===== src/rtl/adc_channel_averager_if.sv =====
// Bundle of the ADC response stream and the Avalon-MM slave port for the channel averager.
// The master side drives the stream and bus commands; the slave side returns read data.
interface adc_channel_averager_if #(
   parameter int DATA_W = 12
);
   logic              st_valid;
   logic [4:0]        st_channel;
   logic [DATA_W-1:0] st_data;
   logic [4:0]        s0_address;
   logic              s0_read;
   logic              s0_write;
   logic [15:0]       s0_writedata;
   logic [15:0]       s0_readdata;
   logic              s0_readdatavalid;
   logic              s0_waitrequest;

   modport master (
      output st_valid, st_channel, st_data,
      output s0_address, s0_read, s0_write, s0_writedata,
      input  s0_readdata, s0_readdatavalid, s0_waitrequest
   );

   modport slave (
      input  st_valid, st_channel, st_data,
      input  s0_address, s0_read, s0_write, s0_writedata,
      output s0_readdata, s0_readdatavalid, s0_waitrequest
   );
endinterface


===== src/rtl/adc_channel_averager.sv =====
// Per-channel block averager for an ADC sample stream with an Avalon-MM register window.
// Each channel sums 2^AVG_LOG2 samples, publishes the truncated mean and flags completion.
module adc_channel_averager #(
   parameter int NUM_CH   = 8,
   parameter int DATA_W   = 12,
   parameter int AVG_LOG2 = 2
) (
   input  logic                    clk_clk,
   input  logic                    reset_reset_n,
   adc_channel_averager_if.slave   av,
   output logic                    irq
);
   localparam int ACC_W = DATA_W + AVG_LOG2;
   localparam int CNT_W = (AVG_LOG2 > 0) ? AVG_LOG2 : 1;
   localparam logic [CNT_W-1:0] CNT_LAST = CNT_W'((1 << AVG_LOG2) - 1);
   localparam logic [4:0] A_CTRL = 5'd16;
   localparam logic [4:0] A_STAT = 5'd17;
   localparam logic [4:0] A_OVR  = 5'd18;

   function automatic logic [DATA_W-1:0] avg_trunc(input logic [ACC_W-1:0] sum);
      avg_trunc = DATA_W'(sum >> AVG_LOG2);
   endfunction

   logic              r_en;
   logic              r_irq_en;
   logic [ACC_W-1:0]  r_acc    [NUM_CH];
   logic [CNT_W-1:0]  r_cnt    [NUM_CH];
   logic [DATA_W-1:0] r_result [NUM_CH];
   logic [NUM_CH-1:0] r_status;
   logic [15:0]       r_overrun;
   logic [15:0]       r_rdata_p1;
   logic              r_vld_p1;
   logic              r_irq;

   logic              w_ctrl_wr;
   logic              w_clr;
   logic              w_stat_rd;
   logic              w_take;
   logic              w_done;
   logic              w_ovr_hit;
   logic [ACC_W-1:0]  w_sum;
   logic [NUM_CH-1:0] w_set;
   logic [15:0]       w_rdata;

   always_comb begin
      w_ctrl_wr = av.s0_write && (av.s0_address == A_CTRL);
      w_clr     = w_ctrl_wr && av.s0_writedata[1];
      w_stat_rd = av.s0_read && (av.s0_address == A_STAT);
      // A clear in progress swallows any sample arriving in the same cycle
      w_take    = av.st_valid && r_en && ({27'd0, av.st_channel} < 32'(NUM_CH)) && !w_clr;
      w_sum     = '0;
      w_done    = 1'b0;
      w_set     = '0;
      w_ovr_hit = 1'b0;
      for (int c = 0; c < NUM_CH; c++) begin
         if (w_take && (av.st_channel == 5'(c))) begin
            w_sum  = r_acc[c] + ACC_W'(av.st_data);
            w_done = (r_cnt[c] == CNT_LAST);
            if (w_done) begin
               w_set[c]  = 1'b1;
               w_ovr_hit = r_status[c];
            end
         end
      end
   end

   always_comb begin
      w_rdata = '0;
      case (av.s0_address)
         A_CTRL:  w_rdata = {13'd0, r_irq_en, 1'b0, r_en};
         A_STAT:  w_rdata = 16'(r_status);
         A_OVR:   w_rdata = r_overrun;
         default: begin
            for (int c = 0; c < NUM_CH; c++) begin
               if (av.s0_address == 5'(c)) w_rdata = 16'(r_result[c]);
            end
         end
      endcase
   end

   always_ff @(posedge clk_clk or negedge reset_reset_n) begin
      if (!reset_reset_n) begin
         r_en       <= 1'b0;
         r_irq_en   <= 1'b0;
         r_status   <= '0;
         r_overrun  <= '0;
         r_rdata_p1 <= '0;
         r_vld_p1   <= 1'b0;
         r_irq      <= 1'b0;
         for (int c = 0; c < NUM_CH; c++) begin
            r_acc[c]    <= '0;
            r_cnt[c]    <= '0;
            r_result[c] <= '0;
         end
      end else begin
         if (w_ctrl_wr) begin
            r_en     <= av.s0_writedata[0];
            r_irq_en <= av.s0_writedata[2];
         end
         // Read response stage: data is captured before any same-cycle write lands
         r_vld_p1   <= av.s0_read;
         r_rdata_p1 <= av.s0_read ? w_rdata : 16'd0;
         r_irq      <= r_irq_en && (|r_status);
         if (w_clr) begin
            r_status  <= '0;
            r_overrun <= '0;
            for (int c = 0; c < NUM_CH; c++) begin
               r_acc[c]    <= '0;
               r_cnt[c]    <= '0;
               r_result[c] <= '0;
            end
         end else begin
            for (int c = 0; c < NUM_CH; c++) begin
               if (w_take && (av.st_channel == 5'(c))) begin
                  if (w_done) begin
                     r_acc[c]    <= '0;
                     r_cnt[c]    <= '0;
                     r_result[c] <= avg_trunc(w_sum);
                  end else begin
                     r_acc[c] <= w_sum;
                     r_cnt[c] <= r_cnt[c] + CNT_W'(1);
                  end
               end
            end
            // Flags set this cycle survive a concurrent read-clear
            r_status <= w_stat_rd ? w_set : (r_status | w_set);
            if (w_ovr_hit && (r_overrun != 16'hFFFF)) r_overrun <= r_overrun + 16'd1;
         end
      end
   end

   assign av.s0_readdata      = r_rdata_p1;
   assign av.s0_readdatavalid = r_vld_p1;
   assign av.s0_waitrequest   = 1'b0;
   assign irq                 = r_irq;
endmodule

===== src/flat_wrapper.sv =====
// flat-port wrapper written by rule: the top's interface ports become plain ports
module adc_channel_averager_flat 
#(
   parameter int NUM_CH   = 8,
   parameter int DATA_W   = 12,
   parameter int AVG_LOG2 = 2
)
  (clk_clk, reset_reset_n, irq, av_st_valid, av_st_channel, av_st_data, av_s0_address, av_s0_read, av_s0_write, av_s0_writedata, av_s0_readdata, av_s0_readdatavalid, av_s0_waitrequest);
  adc_channel_averager_if #(.DATA_W(DATA_W)) av_i ();
  input  logic clk_clk;
  input  logic reset_reset_n;
  output logic irq;
  input wire logic [$bits(av_i.st_valid)-1:0] av_st_valid;
  input wire logic [$bits(av_i.st_channel)-1:0] av_st_channel;
  input wire logic [$bits(av_i.st_data)-1:0] av_st_data;
  input wire logic [$bits(av_i.s0_address)-1:0] av_s0_address;
  input wire logic [$bits(av_i.s0_read)-1:0] av_s0_read;
  input wire logic [$bits(av_i.s0_write)-1:0] av_s0_write;
  input wire logic [$bits(av_i.s0_writedata)-1:0] av_s0_writedata;
  output wire logic [$bits(av_i.s0_readdata)-1:0] av_s0_readdata;
  output wire logic [$bits(av_i.s0_readdatavalid)-1:0] av_s0_readdatavalid;
  output wire logic [$bits(av_i.s0_waitrequest)-1:0] av_s0_waitrequest;
  assign av_i.st_valid = av_st_valid;
  assign av_i.st_channel = av_st_channel;
  assign av_i.st_data = av_st_data;
  assign av_i.s0_address = av_s0_address;
  assign av_i.s0_read = av_s0_read;
  assign av_i.s0_write = av_s0_write;
  assign av_i.s0_writedata = av_s0_writedata;
  assign av_s0_readdata = av_i.s0_readdata;
  assign av_s0_readdatavalid = av_i.s0_readdatavalid;
  assign av_s0_waitrequest = av_i.s0_waitrequest;
  adc_channel_averager #(.NUM_CH(NUM_CH), .DATA_W(DATA_W), .AVG_LOG2(AVG_LOG2)) u_core (.clk_clk(clk_clk), .reset_reset_n(reset_reset_n), .av(av_i), .irq(irq));
endmodule

===== config.mk =====
export PLATFORM = sky130hd
export DESIGN_NAME = adc_channel_averager_flat
export DESIGN_NICKNAME = d
export VERILOG_FILES = /design/src/rtl/adc_channel_averager_if.sv /design/src/rtl/adc_channel_averager.sv /design/src/flat_wrapper.sv
export SDC_FILE = /design/constraint.sdc
export NUM_CORES = 1
export LEC_CHECK = 0
export BUFFER_PORTS_ARGS = -buffer_cell sky130_fd_sc_hd__buf_2
export CAP_MARGIN = 20
export CORE_UTILIZATION = 45
export CTS_CLUSTER_SIZE = 24
export DETAILED_ROUTE_END_ITERATION = 10
export PLACE_DENSITY = 0.71
export SETUP_SLACK_MARGIN = 0.1
export SYNTH_ARGS = -nofsm -noshare
export SYNTH_HDL_FRONTEND = slang
export SYNTH_SLANG_ARGS = --single-unit
export TNS_END_PERCENT = 20

===== constraint.sdc =====
create_clock -name clk_clk -period 12.3 [get_ports clk_clk]
set_input_delay 1.23 -clock clk_clk [delete_from_list [all_inputs] [get_ports clk_clk]]
set_output_delay 1.23 -clock clk_clk [all_outputs]
set_load 0.01 [all_outputs]

==> reports/qor.txt <==
Clk root buf - clkbuf_16
Vias per Instance - 6.16
Initial Utilization - 0.462
Crit path time final - 6370 ps
Critical Path, Cell by Cell - buf_2 -> nand4bb_1 -> a211oi_2 -> nand3_1 -> o22ai_1 -> a31oi_1 -> ha_1 -> a21oi_1 -> a21boi_0 -> a41oi_1 -> a211o_1 -> o21ai_1 -> nand3_1 -> a21oi_1
Critical-path top delay cell - o21ai_1
Yosys reg bits - 268
DP Worst Slack - 5310 ps
Placed cell count - 1799
Cell Count, Final, Fillers Out - 1855
Switching share of power - 0.300
Post-route ant nets - 0
Max Cap Viol - 0
# setup viols final - 0
Cts bufs inserted - 28
DR pass1 iterations - 7
Top FF cell, synth - dfrtp_1
# hold bufs at CTS - 0
Post-Syn Area - 13400 sq um
TritonCTS clock tree - done
Gr usage total - 0.245
Fmax - 0.157 GHz
Slew Viols, Final - 0
Largest net degree at the start of global routing - 141
Final nets - 1515
Comb pwr share - 0.195
Critical Path Max Stage Delay - 900 ps
Synthesized Nets - 1502
Worst setup SP type - primary input
Total number of H-tree levels - 1
Die Wd - 174 microns
CP max FO - 23
Post-DP HPWL - 24.9 mm
Clock Sinks - 268
Critical path required time - 12760 ps
Max-slew headroom - 0.219
Antenna violations before repair - 2
Critical Setup Path Class - primary input to flip-flop
PD cells - 161 nW/um^2
Postcts setup bufs - 0
Worst Hold Class - flip-flop to flip-flop
Leak - 6.64 nW
Clock power share - 0.371
Worst skew pair latency - 540 ps
Worst-path clk slew - 60 ps
Post-synth ARST share - 1.00
FP Rows - 62
Yosys cell types - 79
Placeable Area - 28900 sq um
Post-route setup slack - 5930 ps
Longest Clk Path Bufs - 3
Gr busiest metal - met2
Sequential area share after synthesis - 0.502
Status - completed
M3 GR Usage - 0.0370
PostCTS Resize Cnt - 0
IR drop worst, VDD - 0.106 mV
Number of flops mapped to enable cells by yosys - 0
Fraction of layout instances using a drive strength above 1 - 0.129
CP top delay family - compound AO/OA/AOI/OAI gates
Wirelength, routed - 37.2 mm
Die Y - 174 microns
Met2 GRT Util - 0.386
Reg power frac - 0.435
Internal cell power - 1.69 mW
Wire length per cell - 20.1 microns
Fin. Hold Viols - 0
First-pass GRT wire length - 59.7 mm
I/O pins - 62
Least-Margin Pin Slew - 1160 ps
DRC viols - 0
DRT iter0 DRCs - 1119
DR vias - 11400
RSZ-0062 raised after global routing - false
GPL Wtd Cong - 0.906
Synthesis-to-finish area growth - 11.9%
Die area - 30400 sq um
Period utilisation layout - 0.518
Met1 usage - 0.346
Setup TNS - 0 ps
Critical path capture point type - flip-flop
Port bufs - 47
Highest-count cells in the layout ignoring fill and taps - nand2_1 (268), dfrtp_1 (268), o21ai_0 (121), a21oi_1 (111), nor2_1 (91)
NetSw - 725 uW
Post-synthesis average cell area - 9.31 sq um
WP buf/inv - 1
Gate Count Post-Synth - 1435
Number of global-route vias before repair - 10700
Grt total ovfl - 0
Fin Clk Skew - 8.94 ps
Worst EP arrival - 6830 ps
Syn. warnings - 0
==> cells in the mapped netlist, types with 8 or more instances <==
| master | number | share of area |
|---|---|---|
| a22oi_1 | 12 | 0.0067 |
| mux2_2 | 48 | 0.040 |
| a32o_1 | 8 | 0.0060 |
| nand2_1 | 268 | 0.075 |
| nand3_1 | 62 | 0.023 |
| a22o_1 | 11 | 0.0072 |
| a31oi_1 | 36 | 0.017 |
| inv_1 | 10 | 0.0028 |
| and3_1 | 13 | 0.0061 |
| ha_1 | 23 | 0.022 |
| or4_1 | 9 | 0.0051 |
| o22ai_1 | 13 | 0.0061 |
| clkbuf_1 | 64 | 0.018 |
| nand4_1 | 13 | 0.0061 |
| o31ai_1 | 10 | 0.0056 |
| buf_2 | 16 | 0.0060 |
| mux2i_1 | 12 | 0.0090 |
| dfrtp_1 | 268 | 0.50 |
| buf_1 | 12 | 0.0034 |
| a221oi_1 | 21 | 0.014 |
| nor3_1 | 10 | 0.0037 |
| and2_1 | 9 | 0.0042 |
| o211ai_1 | 19 | 0.011 |
| o21ai_0 | 121 | 0.045 |
| a211oi_1 | 13 | 0.0073 |
| nor2b_1 | 14 | 0.0066 |
| nor2_1 | 92 | 0.026 |
| o21ai_1 | 18 | 0.0067 |
| a21oi_1 | 111 | 0.042 |
==> area by class of cell <==
class                           count  area (sq um)
Fill cell                        2623         14000
Sequential cell                   268          6710
Multi-Input combinational cell   1062          6230
Clock buffer                       37           796
Timing Repair Buffer               78           508
Tap cell                          384           480
Clock inverter                     15           185
Inverter                           10          37.5
Antenna cell                        1          2.50
==> flip-flops by register name, summed over array words and instances (netlist names) <==
register                    count
u_core.r_result                96
u_core.r_overrun               16
u_core.av.s0_readdata          16
u_core.r_acc                  112
u_core.irq                      1
u_core.r_en                     1
u_core.av.s0_readdatavalid      1
u_core.r_status                 8
u_core.r_irq_en                 1
u_core.r_cnt                   16
==> metrics by stage <==
stage	util	hold WS, ps	total power, mW	cell area, sq um
2_1_floorplan	-	443	1.35	13400
3_3_place_gp	0.481	453	1.51	13900
3_5_place_dp	0.481	466	1.52	13900
4_1_cts	0.515	480	2.42	14900
5_1_grt	0.517	495	2.52	14900
6_report	0.517	473	2.41	14900
==> per-layer routing <==
metal	vias up	routed length [microns]
met3	76	2690
met2	445	17300
met4	2	1170
li1	5235	-
met1	5676	16100
met5	-	8
==> path summary, 6_finish.rpt <==
check	from	end	slack [ps]	cells past startpoint
min reg2reg	u_core.r_acc[64]	u_core.r_acc[64]	470	2
max in group asynchronous	reset_reset_n	u_core.r_result[77]	9430	4
min	u_core.r_acc[64]	u_core.r_acc[64]	470	2
max reg2reg	u_core.r_en	u_core.r_result[11]	6410	13
min in group asynchronous	reset_reset_n	u_core.r_acc[65]	730	1
max	av_st_channel[4]	u_core.r_result[11]	5930	14
==> cells by family after synthesis <==
kind of cell,count (synthesis),synth area share
and+or+nand+nor,528,0.178
muxes,62,0.0528
AOI/OAI and AO/OA,438,0.206
adders and majority gates,24,0.0230
xor gates and xnor gates,9,0.00590
buffers and inverters,105,0.0324
other,1,0.000281
DFF,268,0.502
==> tightest hold or removal path, cell delays in order (launching register included) <==
cell	delay, ps
dfrtp_1	340
nand2_1	40
o21ai_0	60
==> power by group through the flow <==
| stage | Sequential, mW | Combinational (mW) | Clock, mW |
|---|---|---|---|
| finish | 1.05 | 0.470 | 0.895 |
| global route | 1.06 | 0.523 | 0.939 |
| CTS | 1.05 | 0.462 | 0.906 |
| detailed placement | 1.06 | 0.460 | 0 |
| global placement | 1.06 | 0.448 | 0 |
| floorplan | 1.05 | 0.299 | 0 |
Power figures use the tool's default switching activity.
